$ cat src/rtl/wide_add_pkg.sv
// Shared types and constants for the wide add/subtract sequencer.
// The slice width is fixed at 16 bits to match the shared adder.
package wide_add_pkg;

  localparam int SLICE_W = 16;

  typedef enum logic [1:0] {
    ST_IDLE = 2'd0,
    ST_RUN  = 2'd1,
    ST_DONE = 2'd2
  } state_e;

  // Width of an index able to address `value` slices; never less than 1 bit.
  function automatic int clog2(input int value);
    int r;
    r = 0;
    for (int i = 0; i < 31; i++) begin
      if ((1 << i) < value) r = i + 1;
    end
    return (r == 0) ? 1 : r;
  endfunction

endpackage

$ cat src/rtl/full_adder_16_bit.sv
// Shared 16-bit ripple datapath: sum and carry-out of a + b + cin.
module full_adder_16_bit (
  input  logic [15:0] a,
  input  logic [15:0] b,
  input  logic        cin,
  output logic [15:0] sum,
  output logic        cout
);

  assign {cout, sum} = {1'b0, a} + {1'b0, b} + {16'b0, cin};

endmodule

$ cat src/rtl/wide_add_sequencer.sv
// Wide add/subtract built from one shared 16-bit adder, stepping through
// the operand slices LSB first with the carry held in a register.
module wide_add_sequencer
  import wide_add_pkg::*;
#(
  parameter  int WORDS = 4,
  localparam int W     = SLICE_W * WORDS
) (
  input  logic         clk,
  input  logic         rst_n,
  input  logic         start,
  input  logic         sub,
  input  logic         abort,
  input  logic [W-1:0] op_a,
  input  logic [W-1:0] op_b,
  output logic         ready,
  output logic         done,
  output logic [W-1:0] result,
  output logic         cout,
  output logic         overflow
);

  localparam int IDX_W = clog2(WORDS);
  localparam logic [IDX_W-1:0] LAST_IDX = IDX_W'(WORDS - 1);

  typedef logic [WORDS-1:0][SLICE_W-1:0] wide_t;

  state_e           state_q, state_d;
  logic [IDX_W-1:0] idx_q, idx_d;
  logic             carry_q, carry_d;
  wide_t            a_q, a_d;
  wide_t            b_q, b_d;
  wide_t            acc_q, acc_d;
  wide_t            result_q, result_d;
  logic             cout_q, cout_d;
  logic             overflow_q, overflow_d;

  logic [SLICE_W-1:0] slice_sum;
  logic               slice_cout;

  full_adder_16_bit u_adder (
    .a    (a_q[idx_q]),
    .b    (b_q[idx_q]),
    .cin  (carry_q),
    .sum  (slice_sum),
    .cout (slice_cout)
  );

  always_comb begin
    // NOTE: every _d gets its hold value first so no path through the case leaves one unassigned (no latches).
    state_d    = state_q;
    idx_d      = idx_q;
    carry_d    = carry_q;
    a_d        = a_q;
    b_d        = b_q;
    acc_d      = acc_q;
    result_d   = result_q;
    cout_d     = cout_q;
    overflow_d = overflow_q;

    unique case (state_q)
      ST_IDLE: begin
        if (start) begin
          a_d     = op_a;
          b_d     = sub ? ~op_b : op_b;  // subtract as A + ~B + 1
          carry_d = sub;
          idx_d   = '0;
          state_d = ST_RUN;
        end
      end
      ST_RUN: begin
        if (abort) begin
          state_d = ST_IDLE;
        end else begin
          acc_d[idx_q] = slice_sum;
          carry_d      = slice_cout;
          idx_d        = idx_q + IDX_W'(1);
          if (idx_q == LAST_IDX) begin
            state_d    = ST_DONE;
            result_d   = acc_d;
            cout_d     = slice_cout;
            overflow_d = (a_q[WORDS-1][SLICE_W-1] == b_q[WORDS-1][SLICE_W-1]) &&
                         (slice_sum[SLICE_W-1] != a_q[WORDS-1][SLICE_W-1]);
          end
        end
      end
      ST_DONE: state_d = ST_IDLE;
      default: state_d = ST_IDLE;
    endcase
  end

  always_ff @(posedge clk or negedge rst_n) begin
    if (!rst_n) begin
      state_q    <= ST_IDLE;
      idx_q      <= '0;
      carry_q    <= 1'b0;
      // NOTE: operand/accumulator registers are reset as well, since result must read 0 straight out of reset.
      a_q        <= '0;
      b_q        <= '0;
      acc_q      <= '0;
      result_q   <= '0;
      cout_q     <= 1'b0;
      overflow_q <= 1'b0;
    end else begin
      // NOTE: non-blocking so every flop samples the pre-edge value of its _d.
      state_q    <= state_d;
      idx_q      <= idx_d;
      carry_q    <= carry_d;
      a_q        <= a_d;
      b_q        <= b_d;
      acc_q      <= acc_d;
      result_q   <= result_d;
      cout_q     <= cout_d;
      overflow_q <= overflow_d;
    end
  end

  assign ready    = (state_q == ST_IDLE);
  assign done     = (state_q == ST_DONE);
  assign result   = result_q;
  assign cout     = cout_q;
  assign overflow = overflow_q;

endmodule

$ cat config.mk
export PLATFORM = sky130hd
export DESIGN_NAME = wide_add_sequencer
export DESIGN_NICKNAME = d
export VERILOG_FILES = /design/src/rtl/wide_add_pkg.sv /design/src/rtl/full_adder_16_bit.sv /design/src/rtl/wide_add_sequencer.sv
export SDC_FILE = /design/constraint.sdc
export NUM_CORES = 1
export LEC_CHECK = 0
export CORE_ASPECT_RATIO = 1.2
export CORE_UTILIZATION = 50
export DETAILED_ROUTE_END_ITERATION = 7
export GPL_ROUTABILITY_DRIVEN = 0
export PLACE_DENSITY = 0.87
export SLEW_MARGIN = 20
export SYNTH_ARGS = -nofsm -noshare
export SYNTH_HDL_FRONTEND = slang
export SYNTH_HIERARCHICAL = 1
export SYNTH_SLANG_ARGS = --single-unit
$ cat constraint.sdc
create_clock -name clk -period 10.2 [get_ports clk]
set_clock_uncertainty 0.2 [all_clocks]
set_input_delay 1.02 -clock clk [delete_from_list [all_inputs] [get_ports clk]]
set_output_delay 1.02 -clock clk [all_outputs]
set_load 0.02 [all_outputs]
==> flow_summary_export.csv <==
group,metric,value,unit
synthesis,syn_inst,966,
cts,htree_levels,1,
floorplan,start_util,51.1,%
cts,cts_tree,"built",
sta,worstMarginPinSlew,1.08,ns
synthesis,synth-async-reset-ratio,100,%
cts,clkSinkCount,247,
worst_setup_path,critPathKind,"flop to flop",
grt,use_met3,2.85,%
finish,final_common_cell,"dfrtp_1",
grt,grt.total_usage,23.7,%
grt,first_global_vias,8344,
placed_design,pre_cts_ws,5.63,ns
worst_setup_path,reg2reg_to,"result[26]$_DFFE_PN0P_",
finish,drive_above_1_share,18.0,%
cts,clk_latency,0.52,ns
routing,vias,8006,
hold_path,hold_class,"flop to flop",
routing,via_per_inst,5.45,
sta,final-max-slew-violation-count,0,
floorplan,fp-row-count,61,
finish,syn_to_final_growth,24.2,%
floorplan,die_h,171,um
synthesis,synthesis.area,0.0119,mm2
grt,grt_pass1_wl,44600,um
cts,cts.hold.buffers_added,0,
synthesis,ys_types,51,
worst_setup_path,cp_max_fo,31,
grt,busiest_layer,"met2",
worst_setup_path,worstPathArrival,4.75,ns
floorplan,io_pins,201,
sta,hold_viol_final,0,
finish,nets,1287,
worst_setup_path,cp-end-kind,"flop",
hold_path,hold_end,"result[45]$_DFFE_PN0P_",
worst_setup_path,rr_worst_depth,12,
placed_design,place_hpwl,19100,um
floorplan,coreArea,0.0233,mm2
grt,antenna_found_initial,4,
finish,fill_cells,1730,
sta,max_clock_freq,0.221,GHz
flow_run,cap_viol_max_count,0,
pwr,ir_worst_vdd,0.244,mV
synthesis,yosysSeqAreaShare,51.9,%
synthesis,yosys_warnings,6,
worst_setup_path,rrSetupSlack,5.67,ns
cts,clock_path_buffers,3,
sta,min_period,4.53,ns
routing,wire_per_inst,18.7,um
sta,slew_headroom,28.0,%
worst_setup_path,crit_required,10.42,ns
cts,path_clk_slew,0.06,ns
hold_path,hp-start,"result[45]$_DFFE_PN0P_",
routing,drt-initial-drc-count,495,
grt,grt-ovfl-total,0,
floorplan,die_w,143,um
routing,drtAntennaViolNets,0,
placed_design,io_buffers,200,
hold_path,hold_depth,2,
sta,rsz0062_at_grt,"false",
pwr,p_leak,6.13,nW
sta,setup_viol,0,
floorplan,die_area,0.0244,mm2
grt,grt_max_degree,114,
cts,cts_inserted_buffers,24,
sta,worst_slack,5.67,ns
cts,cts_setup_buffers,0,
synthesis,synth_edf_count,0,
synthesis,synth_top_flop_cell,"dfrtp_1",
cts,cts-resized-gates,0,
routing,drt_first_pass_iters,6,
status,status,"complete, no violations",
finish,layout_common_cells,"dfrtp_1 (246), clkdlybuf4s50_1 (198), nand2_1 (104), mux2_2 (77), a21oi_1 (75)",
grt,met1_usage,31.3,%
sta,fin_tns_setup,0,ns
synthesis,avgSynthCellArea,12.3,um2
synthesis,synth_nets,1120,
cts,clockRootBuffer,"clkbuf_16",
sta,post-route-period-util,44.4,%
grt,met2_usage,39.9,%
routing,wl,27500,um
worst_setup_path,r2r_start,"idx_q[0]$_DFFE_PN0P_",
routing,drc,0,
pwr,pwr_density_cell,353,mW/mm2
synthesis,synth-seq-cells,247,
worst_setup_path,startpoint_type,"flop",
==> report_power, final <==
| group | switching [mW] | leakage, nW | total [mW] | internal, mW |
|---|---|---|---|---|
| clock network | 0.372 | 0.406 | 0.920 | 0.548 |
| registers | 0.219 | 2.99 | 1.57 | 1.35 |
| logic | 1.53 | 2.74 | 2.74 | 1.21 |
| total | 2.12 | 6.13 | 5.23 | 3.11 |
==> kinds of logic (layout without fill, tap and decap cells) <==
| group | after synthesis | count (layout) | synth area share, % |
|---|---|---|---|
| AO/OA/AOI/OAI | 160 | 160 | 7.71 |
| XOR/XNOR | 78 | 78 | 5.74 |
| adder cells (fa/ha/maj) | 21 | 21 | 2.33 |
| buffers and inverters | 73 | 257 | 3.86 |
| flip-flops | 247 | 247 | 51.9 |
| multiplexers | 193 | 193 | 21.7 |
| other | 0 | 4 | 0 |
| AND/OR/NAND/NOR | 194 | 194 | 6.73 |
==> cell usage after synthesis (2+ instances only) <==
| cell type | number | area share, % |
|---|---|---|
| dfrtp_1 | 247 | 52 |
| a21oi_1 | 75 | 3.2 |
| inv_1 | 6 | 0.19 |
| nand3_1 | 3 | 0.13 |
| o21ai_1 | 2 | 0.084 |
| xnor2_1 | 73 | 5.4 |
| fa_1 | 2 | 0.34 |
| nand2_1 | 104 | 3.3 |
| ha_1 | 19 | 2.0 |
| a21oi_2 | 3 | 0.22 |
| o21ai_2 | 2 | 0.15 |
| a21o_1 | 4 | 0.25 |
| o21a_1 | 2 | 0.13 |
| nor2_1 | 70 | 2.2 |
| xor2_1 | 5 | 0.37 |
| mux4_2 | 32 | 6.1 |
| a22o_1 | 3 | 0.22 |
| mux2i_1 | 48 | 4.0 |
| clkbuf_1 | 6 | 0.19 |
| nor2b_1 | 3 | 0.16 |
| o21bai_1 | 4 | 0.25 |
| buf_4 | 10 | 0.63 |
| and3_1 | 3 | 0.16 |
| buf_6 | 14 | 1.3 |
| nand2b_1 | 4 | 0.21 |
| buf_1 | 2 | 0.063 |
| o21ai_0 | 53 | 2.2 |
| mux2_1 | 6 | 0.57 |
| mux2_2 | 77 | 7.3 |
| mux2_4 | 30 | 3.8 |
| buf_2 | 34 | 1.4 |
==> how the worst max path moves through the flow <==
stage / from / to / slack (ns) / depth (start not counted)
6_report: idx_q[0]$_DFFE_PN0P_ / result[26]$_DFFE_PN0P_ / 5.67 / 12
5_1_grt: idx_q[0]$_DFFE_PN0P_ / result[42]$_DFFE_PN0P_ / 5.35 / 12
4_1_cts: idx_q[0]$_DFFE_PN0P_ / result[10]$_DFFE_PN0P_ / 5.63 / 12
3_5_place_dp: idx_q[0]$_DFFE_PN0P_ / result[42]$_DFFE_PN0P_ / 5.63 / 12
3_3_place_gp: idx_q[0]$_DFFE_PN0P_ / result[26]$_DFFE_PN0P_ / 5.83 / 12
2_1_floorplan: idx_q[0]$_DFFE_PN0P_ / carry_q$_DFFE_PN0P_ / 6.26 / 13
==> worst max-delay path: stages (launching register included) <==
cell	delay (ns)
dfrtp_2	0.42
buf_4	0.55
mux4_2	0.60
fa_1	0.48
fa_1	0.44
a21oi_2	0.21
o21ai_2	0.11
a2111oi_2	0.42
o31ai_1	0.14
a21oi_1	0.19
xnor2_1	0.30
mux2i_1	0.14
o21ai_0	0.21
==> layout make-up <==
class | instances | area [um2] | area share [%]
sequential | 247 | 6180 | 41.8
clock inverter | 8 | 95.1 | 0.643
tap | 315 | 394 | 2.66
timing repair buffer | 207 | 2060 | 13.9
clock buffer | 35 | 733 | 4.96
inverter | 7 | 26.3 | 0.178
multi-input combinational | 646 | 5290 | 35.8
antenna | 4 | 10.0 | 0.0677
==> through the flow <==
stage / cell area, um2 / total power, mW / util, % / hold WS (ns) / instances
finish: 14800 / 5.23 / 63.5 / 0.276 / 1469
global placement: 13900 / 4.15 / 59.9 / 0.260 / 1422
global route: 14800 / 5.54 / 63.5 / 0.307 / 1469
detailed placement: 13900 / 4.27 / 59.9 / 0.269 / 1422
floorplan: 11900 / 3.46 / - / 0.252 / 966
CTS: 14800 / 5.22 / 63.5 / 0.283 / 1465
==> registers in the layout, indices dropped and copies added (netlist names) <==
register and cells:
a_q 64, overflow 1, carry_q 1, state_q 2
b_q 64, idx_q 2, cout 1, result 64
acc_q 48
==> per-layer routing <==
metal | vias to the layer above | routed length [um]
met3 | 64 | 1250
li1 | 3686 | -
met4 | 0 | 1020
met2 | 283 | 13800
met5 | - | 0
met1 | 3973 | 11500
No activity file was read; power rests on OpenSTA's default activity.
